--- config.mk ---
export PLATFORM = sky130hd
export DESIGN_NAME = system_gtf_clk_buffer_mon
export DESIGN_NICKNAME = d
export VERILOG_FILES = /design/src/rtl/gtf_clk_pkg.sv /design/src/rtl/gtf_clk_edge_counter.sv /design/src/rtl/system_gtf_clk_buffer_mon.sv
export SDC_FILE = /design/constraint.sdc
export NUM_CORES = 2
export LEC_CHECK = 0
export ABC_AREA = 1
export CAP_MARGIN = 15
export CORE_UTILIZATION = 25
export CTS_CLUSTER_DIAMETER = 60
export DETAILED_ROUTE_END_ITERATION = 6
export SLEW_MARGIN = 5
export SYNTH_ARGS = -nofsm -noshare
export SYNTH_HDL_FRONTEND = slang
export SYNTH_SLANG_ARGS = --single-unit
--- constraint.sdc ---
create_clock -name clk -period 7.3 [get_ports clk]
set_input_delay 0.73 -clock clk [delete_from_list [all_inputs] [get_ports clk]]
set_output_delay 0.73 -clock clk [all_outputs]
set_load 0.1 [all_outputs]
--- src/rtl/gtf_clk_pkg.sv ---
// Shared helpers for the GTF refclk monitor: constant clog2 and Gray-code
// conversions on a fixed-width word that callers cast to their own width.
package gtf_clk_pkg;

    localparam int GRAY_MAX_W = 32;

    typedef logic [GRAY_MAX_W-1:0] gray_word_t;

    function automatic int clog2(input int value);
        int res;
        int v;
        res = 0;
        v   = value - 1;
        while (v > 0) begin
            res = res + 1;
            v   = v >> 1;
        end
        return res;
    endfunction

    function automatic gray_word_t bin2gray(input gray_word_t bin);
        return bin ^ (bin >> 1);
    endfunction

    function automatic gray_word_t gray2bin(input gray_word_t gray);
        gray_word_t bin;
        bin[GRAY_MAX_W-1] = gray[GRAY_MAX_W-1];
        for (int i = GRAY_MAX_W - 2; i >= 0; i--) begin
            bin[i] = bin[i+1] ^ gray[i];
        end
        return bin;
    endfunction

endpackage

--- src/rtl/gtf_clk_edge_counter.sv ---
// One refclk channel: free-running edge counter in the monitored domain, Gray-coded
// and carried into clk through a two-flop synchroniser, then decoded back to binary.
module gtf_clk_edge_counter
    import gtf_clk_pkg::*;
#(
    parameter int CNT_WIDTH = 20
) (
    input  logic                 mon_clk_i,
    input  logic                 clk_i,
    input  logic                 rstn_i,
    output logic [CNT_WIDTH-1:0] count_o
);

    logic [CNT_WIDTH-1:0] cnt_q;
    logic [CNT_WIDTH-1:0] cnt_d;
    logic [CNT_WIDTH-1:0] gray_q;
    logic [CNT_WIDTH-1:0] gray_d;

    (* ASYNC_REG = "TRUE" *) logic [CNT_WIDTH-1:0] sync1_q;
    (* ASYNC_REG = "TRUE" *) logic [CNT_WIDTH-1:0] sync2_q;

    assign cnt_d  = cnt_q + CNT_WIDTH'(1);
    assign gray_d = CNT_WIDTH'(bin2gray(gray_word_t'(cnt_q)));

    always_ff @(posedge mon_clk_i or negedge rstn_i) begin
        if (!rstn_i) begin
            cnt_q  <= '0;
            gray_q <= '0;
        end else begin
            // NOTE: non-blocking, so gray_q encodes the pre-edge count whatever the statement order.
            cnt_q  <= cnt_d;
            gray_q <= gray_d;
        end
    end

    // Only one Gray bit moves per edge, so a sample caught mid-transition is off by at most one count.
    always_ff @(posedge clk_i or negedge rstn_i) begin
        if (!rstn_i) begin
            sync1_q <= '0;
            sync2_q <= '0;
        end else begin
            sync1_q <= gray_q;
            sync2_q <= sync1_q;
        end
    end

    assign count_o = CNT_WIDTH'(gray2bin(gray_word_t'(sync2_q)));

endmodule

--- src/rtl/system_gtf_clk_buffer_mon.sv ---
// GTF refclk buffer bank: buffers W differential refclks and, once per window of
// system clocks, measures each one and flags it in or out of a programmable band.
module system_gtf_clk_buffer_mon
    import gtf_clk_pkg::*;
#(
    parameter string      SIMULATION    = "false",
    parameter int         CLK_BUS_WIDTH = 8,
    parameter logic [2:0] BUFG_DIV      = 3'd0,
    parameter int         CNT_WIDTH     = 20,
    parameter int         WINDOW_CYCLES = (SIMULATION == "true") ? 1000 : 100000,
    localparam int        SEL_W         = (CLK_BUS_WIDTH > 1) ? clog2(CLK_BUS_WIDTH) : 1
) (
    input  logic                     clk,
    input  logic                     rstn,
    input  logic [CLK_BUS_WIDTH-1:0] SYNCE_CLK_LVDS_P,
    input  logic [CLK_BUS_WIDTH-1:0] SYNCE_CLK_LVDS_N,
    output logic [CLK_BUS_WIDTH-1:0] SYNCE_CLK_OUT,
    input  logic [CNT_WIDTH-1:0]     freq_lo,
    input  logic [CNT_WIDTH-1:0]     freq_hi,
    input  logic [SEL_W-1:0]         freq_sel,
    output logic [CNT_WIDTH-1:0]     freq_cnt,
    output logic [CLK_BUS_WIDTH-1:0] clk_ok,
    output logic                     meas_done
);

    localparam int              WC_W    = clog2(WINDOW_CYCLES);
    localparam logic [WC_W-1:0] WC_LAST = WC_W'(WINDOW_CYCLES - 1);

    logic [CLK_BUS_WIDTH-1:0][CNT_WIDTH-1:0] cur_cnt;
    logic [CLK_BUS_WIDTH-1:0][CNT_WIDTH-1:0] delta;
    logic [CLK_BUS_WIDTH-1:0][CNT_WIDTH-1:0] prev_q;
    logic [CLK_BUS_WIDTH-1:0][CNT_WIDTH-1:0] result_q;
    logic [CLK_BUS_WIDTH-1:0]                in_band;
    logic [CLK_BUS_WIDTH-1:0]                clk_ok_q;
    logic [CNT_WIDTH-1:0]                    sel_cnt;
    logic [CNT_WIDTH-1:0]                    freq_cnt_q;
    logic [WC_W-1:0]                         wc_q;
    logic                                    terminal;
    logic                                    primed_q;
    logic                                    meas_done_q;

    for (genvar i = 0; i < CLK_BUS_WIDTH; i++) begin : g_ch
        logic ibuf_clk;
        logic odiv2_q;

        // Behavioural IBUFDS_GTE4 with ODIV2 (refclk / 2) feeding BUFG_GT.
        assign ibuf_clk = SYNCE_CLK_LVDS_P[i] & ~SYNCE_CLK_LVDS_N[i];

        always_ff @(posedge ibuf_clk or negedge rstn) begin
            if (!rstn) odiv2_q <= 1'b0;
            else       odiv2_q <= ~odiv2_q;
        end

        if (BUFG_DIV == 3'd0) begin : g_nodiv
            assign SYNCE_CLK_OUT[i] = odiv2_q;
        end else begin : g_div
            localparam int HI_CNT = (int'(BUFG_DIV) + 2) / 2;
            logic [2:0] div_q;
            logic [2:0] div_d;
            logic       out_q;

            assign div_d = (div_q == BUFG_DIV) ? 3'd0 : div_q + 3'd1;

            always_ff @(posedge odiv2_q or negedge rstn) begin
                if (!rstn) begin
                    div_q <= '0;
                    out_q <= 1'b0;
                end else begin
                    div_q <= div_d;
                    out_q <= (int'(div_d) < HI_CNT);
                end
            end

            assign SYNCE_CLK_OUT[i] = out_q;
        end

        gtf_clk_edge_counter #(
            .CNT_WIDTH (CNT_WIDTH)
        ) u_edge_counter (
            .mon_clk_i (SYNCE_CLK_OUT[i]),
            .clk_i     (clk),
            .rstn_i    (rstn),
            .count_o   (cur_cnt[i])
        );
    end

    assign terminal = (wc_q == WC_LAST);

    // Modular subtraction keeps the delta correct across a counter wrap; an
    // inverted band (lo > hi) can never be satisfied, so every channel fails.
    always_comb begin
        for (int i = 0; i < CLK_BUS_WIDTH; i++) begin
            delta[i]   = cur_cnt[i] - prev_q[i];
            in_band[i] = (delta[i] >= freq_lo) && (delta[i] <= freq_hi);
        end
    end

    always_comb begin
        // NOTE: default first, so an out-of-range select cannot leave sel_cnt unassigned (no latch).
        sel_cnt = '0;
        for (int i = 0; i < CLK_BUS_WIDTH; i++) begin
            if (freq_sel == SEL_W'(i)) sel_cnt = result_q[i];
        end
    end

    always_ff @(posedge clk or negedge rstn) begin
        if (!rstn) begin
            wc_q        <= '0;
            primed_q    <= 1'b0;
            meas_done_q <= 1'b0;
            clk_ok_q    <= '0;
            // NOTE: the per-channel count files are tiny, so they are reset with the rest of the state.
            prev_q      <= '0;
            result_q    <= '0;
            freq_cnt_q  <= '0;
        end else begin
            wc_q        <= terminal ? '0 : wc_q + WC_W'(1);
            meas_done_q <= terminal;
            primed_q    <= primed_q | terminal;
            freq_cnt_q  <= sel_cnt;
            if (terminal) begin
                prev_q   <= cur_cnt;
                result_q <= delta;
                clk_ok_q <= primed_q ? in_band : '0;
            end
        end
    end

    assign freq_cnt  = freq_cnt_q;
    assign clk_ok    = clk_ok_q;
    assign meas_done = meas_done_q;

endmodule

==> impl_metrics.env <==
export IMPL_final_period_util_pct=97.2
export IMPL_grtUsageTotal_pct=12.4
export IMPL_slew_hr_pct=15.9
export IMPL_port_buffer_count=97
export IMPL_failing_checks="design-rule violations"
export IMPL_r2r_worst_path_cells=58
export IMPL_synthFlopType="sky130_fd_sc_hd__dfrtp_1"
export IMPL_worst_path_stages=58
export IMPL_arrival_ns=7.66
export IMPL_worstMarginPinSlew_ns=1.26
export IMPL_power_ir_vdd_worst_mv=0.155
export IMPL_post_route_worst_setup_slack_ns=0.208
export IMPL_synthesis_area_um2=53300
export IMPL_yosys_warnings=0
export IMPL_post_route_cells_drive_above_1_share_pct=16.7
export IMPL_timing_clock_skew_ns=0.0469
export IMPL_cts_root_buf="sky130_fd_sc_hd__clkbuf_16"
export IMPL_synth_enable_flop_cells=0
export IMPL_critPathMostFrequentCell="sky130_fd_sc_hd__nand2_4"
export IMPL_n_fill_cell=21500
export IMPL_finish_stage_setup_viols=0
export IMPL_finalPower_uw=9170
export IMPL_core_region_area_um2=212000
export IMPL_clk_pin_slew_ns=0.06
export IMPL_grt_start_max_net_pins=159
export IMPL_setup_worst_path_start_class="flip-flop"
export IMPL_untimed_endpoints=488
export IMPL_htreeDepth=3
export IMPL_crit_path_capture_type="flip-flop"
export IMPL_drv_slew=0
export IMPL_post_dp_hpwl_um=95800
export IMPL_post_synth_main_area_contributors="sky130_fd_sc_hd__dfrtp_1, sky130_fd_sc_hd__ha_1, sky130_fd_sc_hd__nand2_1"
export IMPL_hp_class="in -> async"
export IMPL_initialDrtViolationCount=2531
export IMPL_cp_slowest_cell="sky130_fd_sc_hd__dfrtp_1"
export IMPL_pwr_density_cell_nw_per_um2=143
export IMPL_grt_pass1_vias=37500
export IMPL_drc=20
export IMPL_status="finished with violations"
export IMPL_final_setup_tns_ns=0
export IMPL_rows=169
export IMPL_die_height_um=464
export IMPL_cts_buffers_inserted=93
export IMPL_critical_path_data_required_time_ns=7.87
export IMPL_synth_common_cells="sky130_fd_sc_hd__nand2_1, sky130_fd_sc_hd__dfrtp_1, sky130_fd_sc_hd__inv_1, sky130_fd_sc_hd__ha_1, sky130_fd_sc_hd__o21ai_0"
export IMPL_rsz0062_at_grt="true"
export IMPL_detail_route_vias_per_cell=4.45
export IMPL_synthesis_area_per_instance_um2=9.92
export IMPL_timing_hold_violations_final=0
export IMPL_fp_dieArea_um2=215000
export IMPL_cp_max_fo=4
export IMPL_postPlaceCellArea_um2=57800
export IMPL_nNetsFinal=6328
export IMPL_number_of_library_cell_types_mapped_by_synthesis=53
export IMPL_cpPeakStageDelay_ns=0.42
export IMPL_yosys_cell_count_top_type="sky130_fd_sc_hd__nand2_1"
export IMPL_initial_core_utilization_pct=25.1
export IMPL_place_congestion=0.917
export IMPL_post_route_util_pct=30.2
export IMPL_ys_ff_latch=1007
export IMPL_crit_family="simple AND/OR/NAND/NOR gates"
export IMPL_grt_remaining_overflow=0
export IMPL_max_clock_freq_mhz=141
export IMPL_worstPathBufferInverterCount=2
export IMPL_post_drt_wl_per_cell_um=16.0
export IMPL_cts_hold_fix_buffers=0
export IMPL_yosys_area_top_type="sky130_fd_sc_hd__dfrtp_1"
export IMPL_clkLatencyLatePin_ns=0.70
export IMPL_asyncSetResetFlopFracSynth_pct=100
export IMPL_timing_max_cap_violations=0
export IMPL_synthCells=5376
export IMPL_path_class="reg -> reg"
export IMPL_first_pass_grt_wire_length_um=211000
export IMPL_tritoncts="done"
export IMPL_grt_antenna_before_repair=8
export IMPL_design_area_um2=64000
export IMPL_clock_tree_buffer_depth=3
export IMPL_dr_total_vias=38000
export IMPL_unclocked_regs=320
export IMPL_dpl_worst_slack_ns=-0.293
export IMPL_synthesis_nets=6062
export IMPL_dieWidth_um=464
export IMPL_p_leak_uw=0.0320
export IMPL_detailed_router_iteration_count_before_antenna_repair=7
export IMPL_io_pins=98
export IMPL_ys_seq_area_share_pct=47.3
export IMPL_finalWirelength_um=137000
export IMPL_synth_top_cell_area_share_pct=47.3
export IMPL_final_period_minus_worst_setup_slack_ns=7.09
export IMPL_area_growth_pct=20.0
export IMPL_final_antenna_net_count=0
cells in the final DEF (no fill, tap or decap), types with 9 or more instances in the layout:
master	count
sky130_fd_sc_hd__nor2_1	110
sky130_fd_sc_hd__inv_1	665
sky130_fd_sc_hd__nand2_4	145
sky130_fd_sc_hd__nand2_2	86
sky130_fd_sc_hd__o21bai_1	37
sky130_fd_sc_hd__bufinv_16	14
sky130_fd_sc_hd__o211ai_1	10
sky130_fd_sc_hd__a21oi_2	15
sky130_fd_sc_hd__a211oi_1	11
sky130_fd_sc_hd__buf_4	161
sky130_fd_sc_hd__o21ai_0	255
sky130_fd_sc_hd__a21o_1	18
sky130_fd_sc_hd__o221ai_1	11
sky130_fd_sc_hd__nand3_1	220
sky130_fd_sc_hd__nand3_4	106
sky130_fd_sc_hd__o21ai_1	13
sky130_fd_sc_hd__clkbuf_16	95
sky130_fd_sc_hd__a221oi_1	14
sky130_fd_sc_hd__a21oi_1	259
sky130_fd_sc_hd__nand3b_1	11
sky130_fd_sc_hd__inv_2	21
sky130_fd_sc_hd__nand2_1	975
sky130_fd_sc_hd__xnor2_1	142
sky130_fd_sc_hd__dfrtp_1	1004
sky130_fd_sc_hd__ha_1	600
sky130_fd_sc_hd__nor2_2	11
sky130_fd_sc_hd__o21ai_2	16
sky130_fd_sc_hd__o21a_1	14
sky130_fd_sc_hd__xor2_1	157
sky130_fd_sc_hd__inv_8	9
sky130_fd_sc_hd__ha_4	14
sky130_fd_sc_hd__nand4_1	91
sky130_fd_sc_hd__nand3_2	133
sky130_fd_sc_hd__clkbuf_1	12
sky130_fd_sc_hd__clkdlybuf4s50_1	95
sky130_fd_sc_hd__clkinv_2	11
cell type report:
cell class / count / area, um^2 / share of cell area (%)
antenna: 7 / 17.5 / 0.0274
clock buffer: 115 / 2530 / 3.96
clock inverter: 60 / 853 / 1.33
inverter: 691 / 2600 / 4.07
multi-input combinational: 3583 / 26900 / 42.0
sequential: 1007 / 25200 / 39.4
tap: 2821 / 3530 / 5.52
timing repair buffer: 266 / 2370 / 3.70
worst paths after layout:
kind                                                     from                           endpoint  slack (ns)
min reg2reg                 g_ch[3].u_edge_counter.sync1_q[7]  g_ch[3].u_edge_counter.sync2_q[7]        0.34
max                        g_ch[5].u_edge_counter.sync2_q[18]                          clk_ok[5]        0.21
max reg2reg                g_ch[5].u_edge_counter.sync2_q[18]                          clk_ok[5]        0.21
min in group clk            g_ch[3].u_edge_counter.sync1_q[7]  g_ch[3].u_edge_counter.sync2_q[7]        0.34
max in group asynchronous                                rstn  g_ch[6].u_edge_counter.sync2_q[3]        5.34
min                                                      rstn                         prev_q[53]        0.20
timing repair:
item / 4_1_cts / 5_1_grt
resized for setup: 9 / 367
hold endpoints to repair: 0 / 0
pin swaps: 0 / 255
setup endpoints to repair: 5 / 8
gates cloned: 0 / 0
setup buffers: 0 / 129
registers in the layout (all words and copies together) (netlist names):
| signal | cells |
|---|---|
| prev_q | 160 |
| g_ch.u_edge_counter.sync2_q | 160 |
| wc_q | 17 |
| result_q | 160 |
| g_ch.u_edge_counter.cnt_q | 160 |
| meas_done | 1 |
| clk_ok | 8 |
| primed_q | 1 |
| freq_cnt | 20 |
| g_ch.u_edge_counter.sync1_q | 160 |
| g_ch.odiv2_q | 8 |
| g_ch.u_edge_counter.gray_q | 152 |
where the power goes:
part / switching, uW / total (uW) / internal, uW
clock: 1910 / 4930 / 3020
combinational: 324 / 428 / 104
sequential: 0.928 / 3810 / 3810
through the flow:
stage	hold WS, ns	instances
floorplan	0.331	5376
global placement	0.333	8237
detailed placement	0.335	8237
CTS	0.229	8412
global route	0.281	8547
finish	0.204	8550
per-layer routing:
layer / vias to the layer above / wire length (um) / GRT usage [%]
li1: 18300 / - / -
met1: 18600 / 61400 / 16.6
met2: 919 / 62500 / 19.6
met3: 236 / 8250 / 2.20
met4: 0 / 5100 / 4.98
met5: - / 0 / 0
logic make-up (layout without fill, tap and decap cells):
group / count (synthesis) / in the layout / share of synthesized area (%)
xor gates and xnor gates: 306 / 306 / 5.03
DFF: 1007 / 1007 / 47.3
adders and majority gates: 625 / 625 / 14.8
and+or+nand+nor: 1925 / 1925 / 19.4
other: 0 / 7 / 0
AOI/OAI and AO/OA: 727 / 727 / 7.80
buffers and inverters: 786 / 1132 / 5.69
No activity file was read; power rests on OpenSTA's default activity.
